===== src/rtl/fb_pkg.sv =====
// fb_pkg: shared constants and types for the serial framebuffer loader.
//   - escape/command byte codes
//   - loader FSM state encoding
//   - default LCD geometry (240 columns x 8 bytes)
//   - fb_rev8: byte bit-reversal helper
package fb_pkg;

  localparam logic [7:0] FB_ESC       = 8'h1B;
  localparam logic [7:0] FB_CMD_LIT   = 8'h00;
  localparam logic [7:0] FB_CMD_SYNC  = 8'h53;
  localparam logic [7:0] FB_CMD_CLEAR = 8'h43;
  localparam logic [7:0] FB_CMD_GOTO  = 8'h50;

  localparam int unsigned FB_COLS_DEF  = 240;
  localparam int unsigned FB_ROWS_DEF  = 8;
  localparam int unsigned FB_COL_W_DEF = 8;
  localparam int unsigned FB_ROW_W_DEF = 3;

  typedef enum logic [2:0] {
    FB_ST_IDLE   = 3'd0,
    FB_ST_ESC    = 3'd1,
    FB_ST_GOTO_X = 3'd2,
    FB_ST_GOTO_Y = 3'd3,
    FB_ST_CLEAR  = 3'd4
  } fb_state_e;

  // bit0 <-> bit7 swap; the LCD shifts bytes in LSB-first
  function automatic logic [7:0] fb_rev8(input logic [7:0] b);
    logic [7:0] r;
    for (int i = 0; i < 8; i++) begin
      r[i] = b[7-i];
    end
    return r;
  endfunction

endpackage


===== src/rtl/fb_cursor.sv =====
// fb_cursor: column-major (row-fastest) cursor for the framebuffer.
// Ports:
//   clk, reset          clock, async active-high reset
//   i_zero              force cursor to (0,0)           (highest priority)
//   i_load, i_load_col,
//   i_load_row          load an absolute position
//   i_adv               advance one position, wrapping at (COLS-1,ROWS-1)
//   o_col, o_row        current cursor
//   o_wrap_c            combinational: cursor sits on the last position
module fb_cursor #(
  parameter int unsigned COLS  = fb_pkg::FB_COLS_DEF,
  parameter int unsigned ROWS  = fb_pkg::FB_ROWS_DEF,
  parameter int unsigned COL_W = fb_pkg::FB_COL_W_DEF,
  parameter int unsigned ROW_W = fb_pkg::FB_ROW_W_DEF
) (
  input  logic             clk,
  input  logic             reset,
  input  logic             i_zero,
  input  logic             i_load,
  input  logic [COL_W-1:0] i_load_col,
  input  logic [ROW_W-1:0] i_load_row,
  input  logic             i_adv,
  output logic [COL_W-1:0] o_col,
  output logic [ROW_W-1:0] o_row,
  output logic             o_wrap_c
);

  logic [COL_W-1:0] r_col;
  logic [ROW_W-1:0] r_row;
  logic             w_row_last;
  logic             w_col_last;

  assign w_row_last = (r_row == ROW_W'(ROWS - 1));
  assign w_col_last = (r_col == COL_W'(COLS - 1));
  assign o_wrap_c   = w_row_last && w_col_last;
  assign o_col      = r_col;
  assign o_row      = r_row;

  // zero > load > advance
  always_ff @(posedge clk or posedge reset) begin
    if (reset) begin
      r_col <= '0;
      r_row <= '0;
    end else if (i_zero) begin
      r_col <= '0;
      r_row <= '0;
    end else if (i_load) begin
      r_col <= i_load_col;
      r_row <= i_load_row;
    end else if (i_adv) begin
      if (w_row_last) begin
        r_row <= '0;
        r_col <= w_col_last ? '0 : r_col + COL_W'(1);
      end else begin
        r_row <= r_row + ROW_W'(1);
      end
    end
  end

endmodule


===== src/rtl/fb_serial_loader.sv =====
// fb_serial_loader: UART byte stream to column-major framebuffer write port,
// with an escape-coded command layer (literal ESC, frame sync, clear, goto).
// Ports:
//   clk, reset             clock, async active-high reset
//   rx_data, rx_strobe     received byte and its one-cycle valid pulse
//   wr_en/wr_col/wr_row/
//   wr_data                registered RAM write port
//   busy                   clear sweep in progress (strobes are dropped)
//   frame_done             pulse on the write that wraps the cursor to (0,0)
//   proto_err              pulse on unknown command or out-of-range goto
//   overrun                pulse when a byte arrives during a clear sweep
// Optional (macro FB_LOADER_STATS_EN):
//   frame_count[15:0]      wrapping count of frame_done pulses
//   err_count[7:0]         saturating count of proto_err/overrun pulses
module fb_serial_loader #(
  parameter int unsigned COLS        = fb_pkg::FB_COLS_DEF,
  parameter int unsigned ROWS        = fb_pkg::FB_ROWS_DEF,
  parameter int unsigned COL_W       = fb_pkg::FB_COL_W_DEF,
  parameter int unsigned ROW_W       = fb_pkg::FB_ROW_W_DEF,
  parameter int unsigned BIT_REVERSE = 1,
  parameter logic [7:0]  CLEAR_VAL   = 8'h00
) (
  input  logic             clk,
  input  logic             reset,
  input  logic [7:0]       rx_data,
  input  logic             rx_strobe,
  output logic             wr_en,
  output logic [COL_W-1:0] wr_col,
  output logic [ROW_W-1:0] wr_row,
  output logic [7:0]       wr_data,
  output logic             busy,
  output logic             frame_done,
  output logic             proto_err,
  output logic             overrun
`ifdef FB_LOADER_STATS_EN
  ,
  output logic [15:0]      frame_count,
  output logic [7:0]       err_count
`endif
);

  import fb_pkg::*;

  fb_state_e        r_state, w_next_state;
  logic [7:0]       r_x;
  logic             r_wr_en, r_busy, r_frame_done, r_proto_err, r_overrun;
  logic [COL_W-1:0] r_wr_col;
  logic [ROW_W-1:0] r_wr_row;
  logic [7:0]       r_wr_data;

  logic [COL_W-1:0] w_cur_col;
  logic [ROW_W-1:0] w_cur_row;
  logic             w_cur_wrap;
  logic             w_wr_en, w_frame_done, w_proto_err, w_overrun;
  logic [7:0]       w_wr_data;
  logic             w_cur_zero, w_cur_load, w_cur_adv, w_x_latch;
  logic [7:0]       w_pay, w_pay_fmt;
  logic             w_x_ok, w_y_ok;

  fb_cursor #(.COLS(COLS), .ROWS(ROWS), .COL_W(COL_W), .ROW_W(ROW_W)) u_cursor (
    .clk        (clk),
    .reset      (reset),
    .i_zero     (w_cur_zero),
    .i_load     (w_cur_load),
    .i_load_col (r_x[COL_W-1:0]),
    .i_load_row (rx_data[ROW_W-1:0]),
    .i_adv      (w_cur_adv),
    .o_col      (w_cur_col),
    .o_row      (w_cur_row),
    .o_wrap_c   (w_cur_wrap)
  );

  // in ESC state the only payload is the escaped literal 0x1B
  assign w_pay     = (r_state == FB_ST_ESC) ? FB_ESC : rx_data;
  assign w_pay_fmt = (BIT_REVERSE != 0) ? fb_rev8(w_pay) : w_pay;

  // field-width range check: truncated upper bits must be clear
  assign w_x_ok = ((r_x >> COL_W) == 8'd0) && (32'(r_x[COL_W-1:0]) < COLS);
  assign w_y_ok = ((rx_data >> ROW_W) == 8'd0) && (32'(rx_data[ROW_W-1:0]) < ROWS);

  // state register
  always_ff @(posedge clk or posedge reset) begin
    if (reset) r_state <= FB_ST_IDLE;
    else       r_state <= w_next_state;
  end

  // next-state logic
  always_comb begin
    w_next_state = r_state;
    case (r_state)
      FB_ST_IDLE:   if (rx_strobe && rx_data == FB_ESC) w_next_state = FB_ST_ESC;
      FB_ST_ESC:    if (rx_strobe) begin
                      case (rx_data)
                        FB_CMD_CLEAR: w_next_state = FB_ST_CLEAR;
                        FB_CMD_GOTO:  w_next_state = FB_ST_GOTO_X;
                        default:      w_next_state = FB_ST_IDLE;
                      endcase
                    end
      FB_ST_GOTO_X: if (rx_strobe) w_next_state = FB_ST_GOTO_Y;
      FB_ST_GOTO_Y: if (rx_strobe) w_next_state = FB_ST_IDLE;
      FB_ST_CLEAR:  if (w_cur_wrap) w_next_state = FB_ST_IDLE;
      default:      w_next_state = FB_ST_IDLE;
    endcase
  end

  // output / datapath control
  always_comb begin
    w_wr_en      = 1'b0;
    w_wr_data    = 8'h00;
    w_frame_done = 1'b0;
    w_proto_err  = 1'b0;
    w_overrun    = 1'b0;
    w_cur_zero   = 1'b0;
    w_cur_load   = 1'b0;
    w_cur_adv    = 1'b0;
    w_x_latch    = 1'b0;
    case (r_state)
      FB_ST_IDLE: if (rx_strobe && rx_data != FB_ESC) begin
        w_wr_en      = 1'b1;
        w_wr_data    = w_pay_fmt;
        w_cur_adv    = 1'b1;
        w_frame_done = w_cur_wrap;
      end
      FB_ST_ESC: if (rx_strobe) begin
        case (rx_data)
          FB_CMD_LIT: begin
            w_wr_en      = 1'b1;
            w_wr_data    = w_pay_fmt;
            w_cur_adv    = 1'b1;
            w_frame_done = w_cur_wrap;
          end
          FB_CMD_SYNC, FB_CMD_CLEAR: w_cur_zero = 1'b1;
          FB_CMD_GOTO: ;
          default: w_proto_err = 1'b1;
        endcase
      end
      FB_ST_GOTO_X: w_x_latch = rx_strobe;
      FB_ST_GOTO_Y: if (rx_strobe) begin
        if (w_x_ok && w_y_ok) w_cur_load  = 1'b1;
        else                  w_proto_err = 1'b1;
      end
      // sweep ends on the wrap, which also leaves the cursor at (0,0)
      FB_ST_CLEAR: begin
        w_wr_en   = 1'b1;
        w_wr_data = CLEAR_VAL;
        w_cur_adv = 1'b1;
        w_overrun = rx_strobe;
      end
      default: ;
    endcase
  end

  // output registers
  always_ff @(posedge clk or posedge reset) begin
    if (reset) begin
      r_wr_en      <= 1'b0;
      r_wr_col     <= '0;
      r_wr_row     <= '0;
      r_wr_data    <= 8'h00;
      r_busy       <= 1'b0;
      r_frame_done <= 1'b0;
      r_proto_err  <= 1'b0;
      r_overrun    <= 1'b0;
      r_x          <= 8'h00;
    end else begin
      r_wr_en      <= w_wr_en;
      if (w_wr_en) begin
        r_wr_col  <= w_cur_col;
        r_wr_row  <= w_cur_row;
        r_wr_data <= w_wr_data;
      end
      r_busy       <= (w_next_state == FB_ST_CLEAR);
      r_frame_done <= w_frame_done;
      r_proto_err  <= w_proto_err;
      r_overrun    <= w_overrun;
      if (w_x_latch) r_x <= rx_data;
    end
  end

  assign wr_en      = r_wr_en;
  assign wr_col     = r_wr_col;
  assign wr_row     = r_wr_row;
  assign wr_data    = r_wr_data;
  assign busy       = r_busy;
  assign frame_done = r_frame_done;
  assign proto_err  = r_proto_err;
  assign overrun    = r_overrun;

`ifdef FB_LOADER_STATS_EN
  logic [15:0] r_frame_count;
  logic [7:0]  r_err_count;

  always_ff @(posedge clk or posedge reset) begin
    if (reset) begin
      r_frame_count <= 16'h0000;
      r_err_count   <= 8'h00;
    end else begin
      if (w_frame_done) r_frame_count <= r_frame_count + 16'd1;
      if ((w_proto_err || w_overrun) && r_err_count != 8'hFF) r_err_count <= r_err_count + 8'd1;
    end
  end

  assign frame_count = r_frame_count;
  assign err_count   = r_err_count;
`endif

endmodule


===== config.mk =====
export PLATFORM = sky130hd
export DESIGN_NAME = fb_serial_loader
export DESIGN_NICKNAME = d
export VERILOG_FILES = /design/src/rtl/fb_pkg.sv /design/src/rtl/fb_cursor.sv /design/src/rtl/fb_serial_loader.sv
export SDC_FILE = /design/constraint.sdc
export NUM_CORES = 1
export LEC_CHECK = 0
export CORE_ASPECT_RATIO = 1.25
export CORE_UTILIZATION = 57
export DETAILED_ROUTE_END_ITERATION = 10
export PLACE_DENSITY_LB_ADDON = 0.08
export SYNTH_ARGS = -nofsm -noshare
export SYNTH_HDL_FRONTEND = slang
export SYNTH_HIERARCHICAL = 1
export SYNTH_SLANG_ARGS = --single-unit

===== constraint.sdc =====
create_clock -name clk -period 5.13 [get_ports clk]
set_input_delay 0.7695 -clock clk [delete_from_list [all_inputs] [get_ports clk]]
set_output_delay 0.7695 -clock clk [all_outputs]
set_load 0.01 [all_outputs]

==> results of run 1 <==
## area by class of cell
class                      count  area share (%)
clock buffer                   6            2.98
inverter                       8            1.08
tap                           54            2.44
sequential                    46            41.6
timing repair buffer          37            13.1
multi-input combinational    145            37.7
clock inverter                 1            1.08
## final timing paths
check / from / endpoint / slack (ps) / cells past startpoint
setup / recovery: rx_strobe / u_cursor/o_col[4] / 1720 / 8
hold / removal: wr_data[4] / wr_data[4] / 510 / 1
setup reg to reg: r_state[2] / u_cursor/o_col[4] / 2110 / 7
hold reg to reg: wr_data[4] / wr_data[4] / 510 / 1
max in group asynchronous: reset / r_x[0] / 3700 / 3
min in group asynchronous: reset / wr_data[1] / 770 / 2
## through the flow
stage / instance area [um2] / std cells / util (%)
2_1_floorplan: 2290 / 209 / -
3_3_place_gp: 2660 / 290 / 69.6
3_5_place_dp: 2660 / 290 / 69.6
4_1_cts: 2770 / 297 / 72.6
5_1_grt: 2770 / 297 / 72.6
6_report: 2770 / 297 / 72.6
## cells in the mapped netlist (all sizes together), types with 2 or more instances
cell type,number
nor2b,4
nor3,5
inv,8
a41oi,2
o21ai,10
nor2,22
o211ai,2
nand4,4
and2,4
nand3,3
and3,4
buf,6
dfrtp,46
mux2i,5
o21a,5
mux2,21
or3,2
clkbuf,4
o41ai,2
xnor2,2
ha,3
a31o,2
nor4,3
nand2,14
and4,2
a21oi,6
## flip-flops by register name, indices dropped and copies added, names as in the netlist
| register | flops |
|---|---|
| r_x | 8 |
| u_cursor/o_col | 8 |
| wr_col | 8 |
| wr_data | 8 |
| r_state | 3 |
| u_cursor/o_row | 3 |
| wr_row | 3 |
| busy | 1 |
| frame_done | 1 |
| overrun | 1 |
| proto_err | 1 |
| wr_en | 1 |
## power groups by stage
stage          Clock, mW  Combinational, mW  Sequential (mW)
5_1_grt            0.285              0.264            0.467
6_report           0.273              0.241            0.460
3_3_place_gp           0              0.235            0.465
2_1_floorplan          0              0.129            0.472
3_5_place_dp           0              0.242            0.467
4_1_cts            0.275              0.243            0.460
## worst max-delay path, stage by stage
cell,delay (ps)
clkdlybuf4s50_1,540
or4b_1,560
a41oi_1,280
or3b_1,560
and2_1,330
nand4_1,200
a32oi_1,240
o41ai_1,100
## cells by family after synthesis
logic type	count (synthesis)	synth area share (%)
flops	46	50.2
fa+ha+maj	3	1.64
mux	26	13.3
xor+xnor	2	0.764
buf+inv	18	4.20
simple gates	77	18.5
compound gates	37	11.4
## per-layer routing
metal | global-route usage (%) | vias to the layer above | share of wire [%]
met5 | 0 | - | 0
met4 | 8.73 | 0 | 1.7
met3 | 3.55 | 10 | 4.5
met2 | 46.2 | 65 | 52
met1 | 30.5 | 896 | 41
li1 | - | 818 | -
## layout by cell type (no fill, tap or decap), types with 4 or more instances in the layout
master           count
inv_1                8
mux2i_1              5
nor2b_1              4
clkdlybuf4s50_1     34
dfrtp_1             46
mux2_2              16
o21a_1               5
a21oi_1              6
and3_1               4
nor3_1               5
o21ai_0             10
nor2_1              22
clkbuf_8             6
nand2_1             14
nand4_1              4
mux2_4               5
==> results.md, run 1 <==
* Status: complete, no violations
* H-Tree Level Count at 2
* Max frequency at 294 MHz
* Clock root buffer: clkbuf_8
* Hold WS at 506 ps
* CTS Buffer Depth at 2
* Max-slew violations at 0
* Setup crit end kind: flop
* Drt via density at 6.02
* Post-synthesis sequential area ratio at 50.2%
* GPL Wtd Cong at approximately 1
* Vias at 1789
* Pwr per Cell Area at about 350 nW/um2
* Setup Skew at roughly 9 ps
* Highest fanout seen on the critical path at 14
* Syn Nets at 223
* Row Count at 25
* Clk_lat worst skew at ~300 ps
* Clock power share at 28.0%
* RSZ-0062 raised after global routing: false
* Asr flop ratio synth at between 90% and 100%
* Starting density of the core at 60.1%
* Final HPWL DP at between 3000 and 4000 um
* Layout cells sized above 1 at 15.6%
* Antenna diodes at 0
* Slew headroom at a little over a third
* Worst vdd ir at 0.161 mV
* Register Area at 1150 um2
* Total length of routed wires at 5010 um
* Horiz. Die Dim at ~59 um
* Top cell type's share of synthesized area at roughly half
* Power Total at around 0.97 mW
* Ys Warns at 6
* Critical Path Start Type: input port
* Syn avg cell area at 11.0 um2
* Largest area contributor in the synthesized netlist: dfrtp_1
* Clock tree from TritonCTS: yes
* CTS clock-pin slew for the worst setup and hold paths at approximately 80 ps
* IO Count at 35
* Synth Flop Type: dfrtp_1
* Post-CTS resize count at 0
* Combinational fraction of design power at 24.7%
* GRT Total Usage at approximately 25%
* Drt pass-1 iters at 5
* Sw Pwr at 0.265 mW
* DRT antenna net count at 0
* Max-Cap Viols at 0
* Final setup margin at 1720 ps
* Clk sinks at 46
* CP Class: input port to flop
* Core ar. at approximately 3800 um2
* Routed wire per std cell at between 15 and 20 um
* Place WS at 1440 ps
* Synth Cell Area at 2290 um2
* Ranking of synthesized cells by area: dfrtp_1 (50%), mux2_2 (7.9%), nor2_1 (3.6%)
* Worst Path Required at between 5000 and 6000 ps
* Lkg Pwr at roughly 1.2 nW
* Worst EP arrival at 3580 ps
* CTS Buf Count at 5
* Initial drt markers at 111
* Largest net degree at the start of global routing at 28
* First-pass GRT wire length at 8170 um
* Final setup vio count at 0
* Setup Fix Bufs, Post-CTS at 0
* Post-layout net count at about 260
* Initial antenna violation count at 0
* Seq pwr share at 47.2%
* Net Sw Frac at 27.2%
* Number of synthesized flops with an enable pin at 0
* Synth cell types at 50
* Minimum clock period at roughly 3400 ps
* GRT Residual Overflow at 0
* CTS Hold Buffers Added at 0
* Internal power at approximately 0.7 mW
* Tcrit/Tclk final at 66.4%
* Area added between synthesis and finish at 20.8%
* Worst-margin pin slew at approximately 950 ps
* Final setup TNS at 0 ps
* Filler cell count at 307
* Die area at 4280 um2
* Final hold violations at 0
* Area occupied by multi-input gates at 1040 um2
* Hold/Removal Path Class: flop to flop
* Die Span Y at around 73 um
* I/O Buffers at 34
* Synth Register Bits at 46
* Cells after Synth at 209
* Vias in the first global route at 1720
* DRC violations left at 0
Note: power is estimated with default switching activity, not from simulation.
==> run 2: changes to the inputs <==
--- a/config.mk
+++ b/config.mk
@@ -6,7 +6,7 @@
 export NUM_CORES = 1
 export LEC_CHECK = 0
 export CORE_ASPECT_RATIO = 1.25
-export CORE_UTILIZATION = 57
+export CORE_UTILIZATION = 48
 export DETAILED_ROUTE_END_ITERATION = 10
 export PLACE_DENSITY_LB_ADDON = 0.08
 export SYNTH_ARGS = -nofsm -noshare
==> constraint.sdc (replaced) <==
create_clock -name clk -period 2.9 [get_ports clk]
set_input_delay 0.435 -clock clk [delete_from_list [all_inputs] [get_ports clk]]
set_output_delay 0.435 -clock clk [all_outputs]
set_load 0.01 [all_outputs]
==> run 2 against run 1 <==
Register-to-register slack worse by 1600 ps; non-clock buffer count increased by 13; routed wire length rose by 4.9%; combinational power increased by 78%; cell count up 6.1%; die area grew 18%; power is 68% higher; count of clock-buffer cells in the layout is 1 lower; worst hold slack worse by 200 ps; global-route usage down 2.3 points; sequential cell count is the same; design area grew 3.3%; critical endpoint is now u_cursor/o_col[1]; largest power group unchanged.
==> results.md, run 2 (same netlist as run 1, synthesis figures left out) <==
* Setup Fix Bufs, Post-CTS at 0
* Pwr per Cell Area at 571 nW/um2
* Worst Path Required at 3070 ps
* I/O Buffers at 34
* Final hold violations at 0
* CP Class: input port to flop
* Commonest non-fill, non-tap cell in the layout: dfrtp_1
* Post-CTS resize count at 0
* GRT Residual Overflow at 0
* Met2 Use GR at between 40% and 50%
* Area added between synthesis and finish at 24.8%
* H-Tree Level Count at 2
* Slowest stage cell on the critical path: clkdlybuf4s50_1
* Hold/Removal Path Class: input port to asynchronous set/reset pin
* Minimum clock period at 2570 ps
* Layout cells sized above 1 at 20.2%
* Fin util at 63.7%
* Drt via density at 5.71
* Highest fanout seen on the critical path at 5
* Post-layout instance area at between 2000 and 3000 um2
* Worst-margin pin slew at around 560 ps
* Largest net degree at the start of global routing at 35
* Horiz. Die Dim at between 60 and 70 um
* Initial antenna violation count at 0
* Setup crit end kind: flop
* CTS Buf Count at 5
* Max-Cap Viols at 0
* Worst vdd ir at roughly 0.25 mV
* Critical Path Start Type: input port
* Total length of routed wires at 5250 um
* Final setup TNS at 0 ps
* DRT antenna net count at 0
* Most used routing layer: met2
* Seq pwr share at between 40 and 50%
* Placed inst area at 2770 um2
* Final setup margin at 333 ps
* Net Sw Frac at about 30%
* Combinational fraction of design power at 26.4%
* CTS clock-pin slew for the worst setup and hold paths at 90 ps
* Slew headroom at 62.1%
* Clk_lat worst skew at 300 ps
* Max-slew violations at 0
* Worst reg-to-reg path cell count at 7
* Drt pass-1 iters at 4
* Status: complete, no violations
* M3 GR Usage at 4.31%
* Setup Skew at 8.70 ps
* Max frequency at ~390 MHz
* Met1 GRT Util at 27.1%
* Die Span Y at roughly 80 um
* Routed wire per std cell at 16.7 um
* Core ar. at 4490 um2
* CTS Hold Buffers Added at 0
* Power Total at ~1.6 mW
* Critical path cell sequence: clkdlybuf4s50_1 > or4b_1 > a41oi_1 > or3b_1 > and2_1 > mux2_2 > mux2i_1 > nor2_1
* Final HPWL DP at 3950 um
* Internal power at 1.16 mW
* Lkg Pwr at between 1 and 1.5 nW
* First-pass GRT wire length at 8880 um
* Starting density of the core at ~51%
* Initial drt markers at 77
* Clock power share at between 20% and 30%
* GRT Total Usage at 23.1%
* Largest stage delay on the critical path at roughly 530 ps
* IO Count at 35
* Clk sinks at 46
* CTS Buffer Depth at 2
* Tcrit/Tclk final at 88.5%
* Post-layout net count at 270
* Clock root buffer: clkbuf_8
* Vias at between 1500 and 2000
* GPL Wtd Cong at 0.925
* Vias in the first global route at 1842
* Clock tree from TritonCTS: yes
* Final setup vio count at 0
* DRC violations left at 0
* Commonest non-fill, non-tap cells in the layout: dfrtp_1 (46), clkdlybuf4s50_1 (34), nor2_1 (22)
* Row Count at 27
* Place WS at 24.4 ps
* Die area at 5060 um2
* Worst EP arrival at 2740 ps
* Sw Pwr at 0.477 mW
* RSZ-0062 raised after global routing: false
* Antenna diodes at 0
-- run 2: final cells by class --
cell class                      count  area (um2)
Fill cell                         390        1630
Sequential cell                    46        1150
Multi-Input combinational cell    145        1040
Timing Repair Buffer               50         473
Tap cell                           58        72.6
Clock buffer                        5        68.8
Inverter                            8        30.0
Clock inverter                      3        21.3
-- run 2: final timing paths --
| kind | from | end | slack [ps] |
|---|---|---|---|
| worst max-delay path | rx_strobe | u_cursor/o_col[1] | 330 |
| worst min-delay path | reset | wr_row[0] | 310 |
| worst max register to register | r_state[2] | u_cursor/o_col[1] | 540 |
| worst min register to register | wr_data[7] | wr_data[7] | 500 |
| max in group asynchronous | reset | wr_col[4] | 1980 |
| min in group clk | wr_data[7] | wr_data[7] | 500 |
-- run 2: power by group through the flow --
stage               combinational [mW]  sequential (mW)  clock, mW
finish                           0.430            0.813      0.390
global route                     0.476            0.826      0.427
CTS                              0.436            0.813      0.404
detailed placement               0.435            0.825          0
global placement                 0.427            0.821          0
floorplan                        0.228            0.835          0
-- run 2: worst max-delay path: cells and delay by family --
| family | cells | cell delay, ps |
|---|---|---|
| AO/OA/AOI/OAI | 1 | 260 |
| buffers and inverters | 1 | 530 |
| multiplexers | 2 | 480 |
| AND/OR/NAND/NOR | 4 | 1040 |
-- run 2: per-stage QoR --
stage	cells	hold slack [ps]
detailed placement	307	486
finish	315	307
floorplan	209	287
global route	315	309
CTS	315	302
global placement	307	489
-- run 2: layer usage --
layer	up-vias	part of all wire (%)
li1	853	-
met1	889	43
met2	49	52
met3	8	3.4
met4	0	1.5
met5	-	0
==> run 3: changes to the inputs <==
--- a/config.mk
+++ b/config.mk
@@ -8,7 +8,7 @@
 export CORE_ASPECT_RATIO = 1.25
 export CORE_UTILIZATION = 48
 export DETAILED_ROUTE_END_ITERATION = 10
-export PLACE_DENSITY_LB_ADDON = 0.08
+export PLACE_DENSITY = 0.73
 export SYNTH_ARGS = -nofsm -noshare
 export SYNTH_HDL_FRONTEND = slang
 export SYNTH_HIERARCHICAL = 1
==> constraint.sdc (replaced) <==
create_clock -name clk -period 2.2 [get_ports clk]
set_input_delay 0.33 -clock clk [delete_from_list [all_inputs] [get_ports clk]]
set_output_delay 0.33 -clock clk [all_outputs]
set_load 0.01 [all_outputs]
==> run 3 against run 2 <==
Combinational power rose by 40%; register-to-register slack worse by 500 ps; first-iteration DRC count rose by 130%; utilization increased by 6.6 points; setup slack worse by 330 ps; non-clock buffer count grew 21; cell count increased by 6.7%; global-route usage increased by 1.7 points; design area is 10% higher; routed wire length increased by 6.9%; highest routed layer unchanged.
==> results.md, run 3 (same netlist as run 1, synthesis figures left out) <==
* Commonest non-fill, non-tap cell in the layout: dfrtp_1
* Clock tree from TritonCTS: yes
* Worst R2R End: u_cursor/o_row[0]
* Lkg Pwr at 1.48 nW
* DRT antenna net count at 0
* Status: complete, no violations
* Worst vdd ir at slightly below 0.5 mV
* Largest net degree at the start of global routing at 36
* Die area at just over 5000 um2
* Total length of routed wires at ~5600 um
* RSZ-0062 raised after global routing: true
* Vias at 1884
* GRT Total Usage at 24.9%
* Crit-path leading delay family: simple AND/OR/NAND/NOR gates
* Vias in the first global route at 1942
* Worst-margin pin slew at 461 ps
* H-Tree Level Count at 2
* Layout cells sized above 1 at 30.6%
* I/O Buffers at 34
* RR Startpoint: r_state[1]
* Final setup TNS at 0 ps
* Drt pass-1 iters at 5
* CTS Buf Count at 5
* Max frequency at 456 MHz
* Clk_lat worst skew at 300 ps
* Hold WS at roughly 360 ps
* Core ar. at 4490 um2
* Antenna diodes at 0
* Buf/Inv on CP at 2
* CTS Buffer Depth at 2
* Hold/Removal Path Class: input port to asynchronous set/reset pin
* Setup crit end kind: flop
* Clock root buffer: clkbuf_8
* Final setup vio count at 0
* Initial drt markers at 176
* CP Class: input port to flop
* Starting density of the core at 51.0%
* IO Count at 35
* Worst Path Required at 2390 ps
* Pwr per Cell Area at 775 nW/um2
* Worst EP arrival at 2380 ps
* Worst reg-to-reg path cell count at 7
* Commonest non-fill, non-tap cells in the layout: dfrtp_1 (46), buf_4 (35), clkdlybuf4s50_1 (30)
* Die Span Y at 79.3 um
* Critical Path Start Type: input port
* Highest fanout seen on the critical path at 6
* GRT Residual Overflow at 0
* DRC violations left at 0
* Slowest stage cell on the critical path: clkdlybuf4s50_1
* Flop2flop setup slack at about 40 ps
* GPL Wtd Cong at 0.983
* Critical path cell sequence: clkdlybuf4s50_1 > and4bb_1 > a41oi_2 > or3b_4 > buf_4 > mux2_2 > mux2i_1 > nor2_1
* Initial antenna violation count at 0
* Routed wire per std cell at 16.7 um
* Clk sinks at 46
* Final hold violations at 0
* Max-Cap Viols at 0
* Post-layout net count at 291
* Slew headroom at 69.2%
* First-pass GRT wire length at 9610 um
* Tcrit/Tclk final at 99.7%
* Filler cell count at 333
* Drt via density at 5.61
* Minimum clock period at 2190 ps
* Area added between synthesis and finish at 37.8%
* Horiz. Die Dim at 63.8 um
* CTS clock-pin slew for the worst setup and hold paths at approximately 90 ps
* CTS Hold Buffers Added at 0
* Max-slew violations at 0
* Setup Skew at 11.8 ps
* Final HPWL DP at 4120 um
* Row Count at 27
* Largest stage delay on the critical path at 490 ps
-- run 3: how the worst max path moves through the flow --
stage,to,depth (start not counted),slack (ps),startpoint
6_report,u_cursor/o_row[0],8,7,rx_data[6]
5_1_grt,u_cursor/o_col[4],7,-90,r_state[1]
4_1_cts,u_cursor/o_row[0],8,20,rx_data[6]
3_5_place_dp,u_cursor/o_col[6],8,-340,rx_data[0]
3_3_place_gp,u_cursor/o_col[1],8,-280,rx_data[2]
2_1_floorplan,u_cursor/o_col[1],10,-170,r_state[0]
-- run 3: where the power goes --
group / switching, mW / total, mW / internal [mW]
Clock: 0.286 / 0.771 / 0.484
Sequential: 0.102 / 1.07 / 0.970
Combinational: 0.248 / 0.603 / 0.356
Total: 0.636 / 2.45 / 1.81
-- run 3: layout make-up --
type	instances	area, um2	area share (%)
well taps	58	72.6	2.30
clock buffers	6	82.6	2.61
multi-input cells	145	1110	35.2
clock inverters	2	60.1	1.90
flip-flops and latches	46	1150	36.4
repair buffers	71	649	20.6
inverters	8	30.0	0.951
-- run 3: per-layer routing --
| layer | vias up | routed length, um | part of all wire (%) | GRT usage, % |
|---|---|---|---|---|
| li1 | 895 | - | - | - |
| met1 | 915 | 2370 | 42 | 30.5 |
| met2 | 65 | 2930 | 52 | 43.4 |
| met3 | 9 | 218 | 3.9 | 4.17 |
| met4 | 0 | 98 | 1.7 | 9.55 |
| met5 | - | 0 | 0 | 0 |
-- run 3: timing repair --
item	CTS	global route
pin swaps	1	3
buffers inserted	1	2
endpoints found under the setup margin	4	15
resized for setup	3	9
-- run 3: per-stage QoR --
| step | cells | total power, mW | instance area (um2) | utilization (%) | setup slack [ps] |
|---|---|---|---|---|---|
| 3_5_place_dp | 325 | 1.69 | 2950 | 65.6 | -337 |
| 3_3_place_gp | 325 | 1.67 | 2950 | 65.6 | -280 |
| 6_report | 336 | 2.45 | 3160 | 70.3 | 6.98 |
| 2_1_floorplan | 209 | 1.42 | 2330 | - | -173 |
| 4_1_cts | 334 | 2.46 | 3100 | 69.1 | 15.4 |
| 5_1_grt | 336 | 2.58 | 3160 | 70.3 | -92.6 |
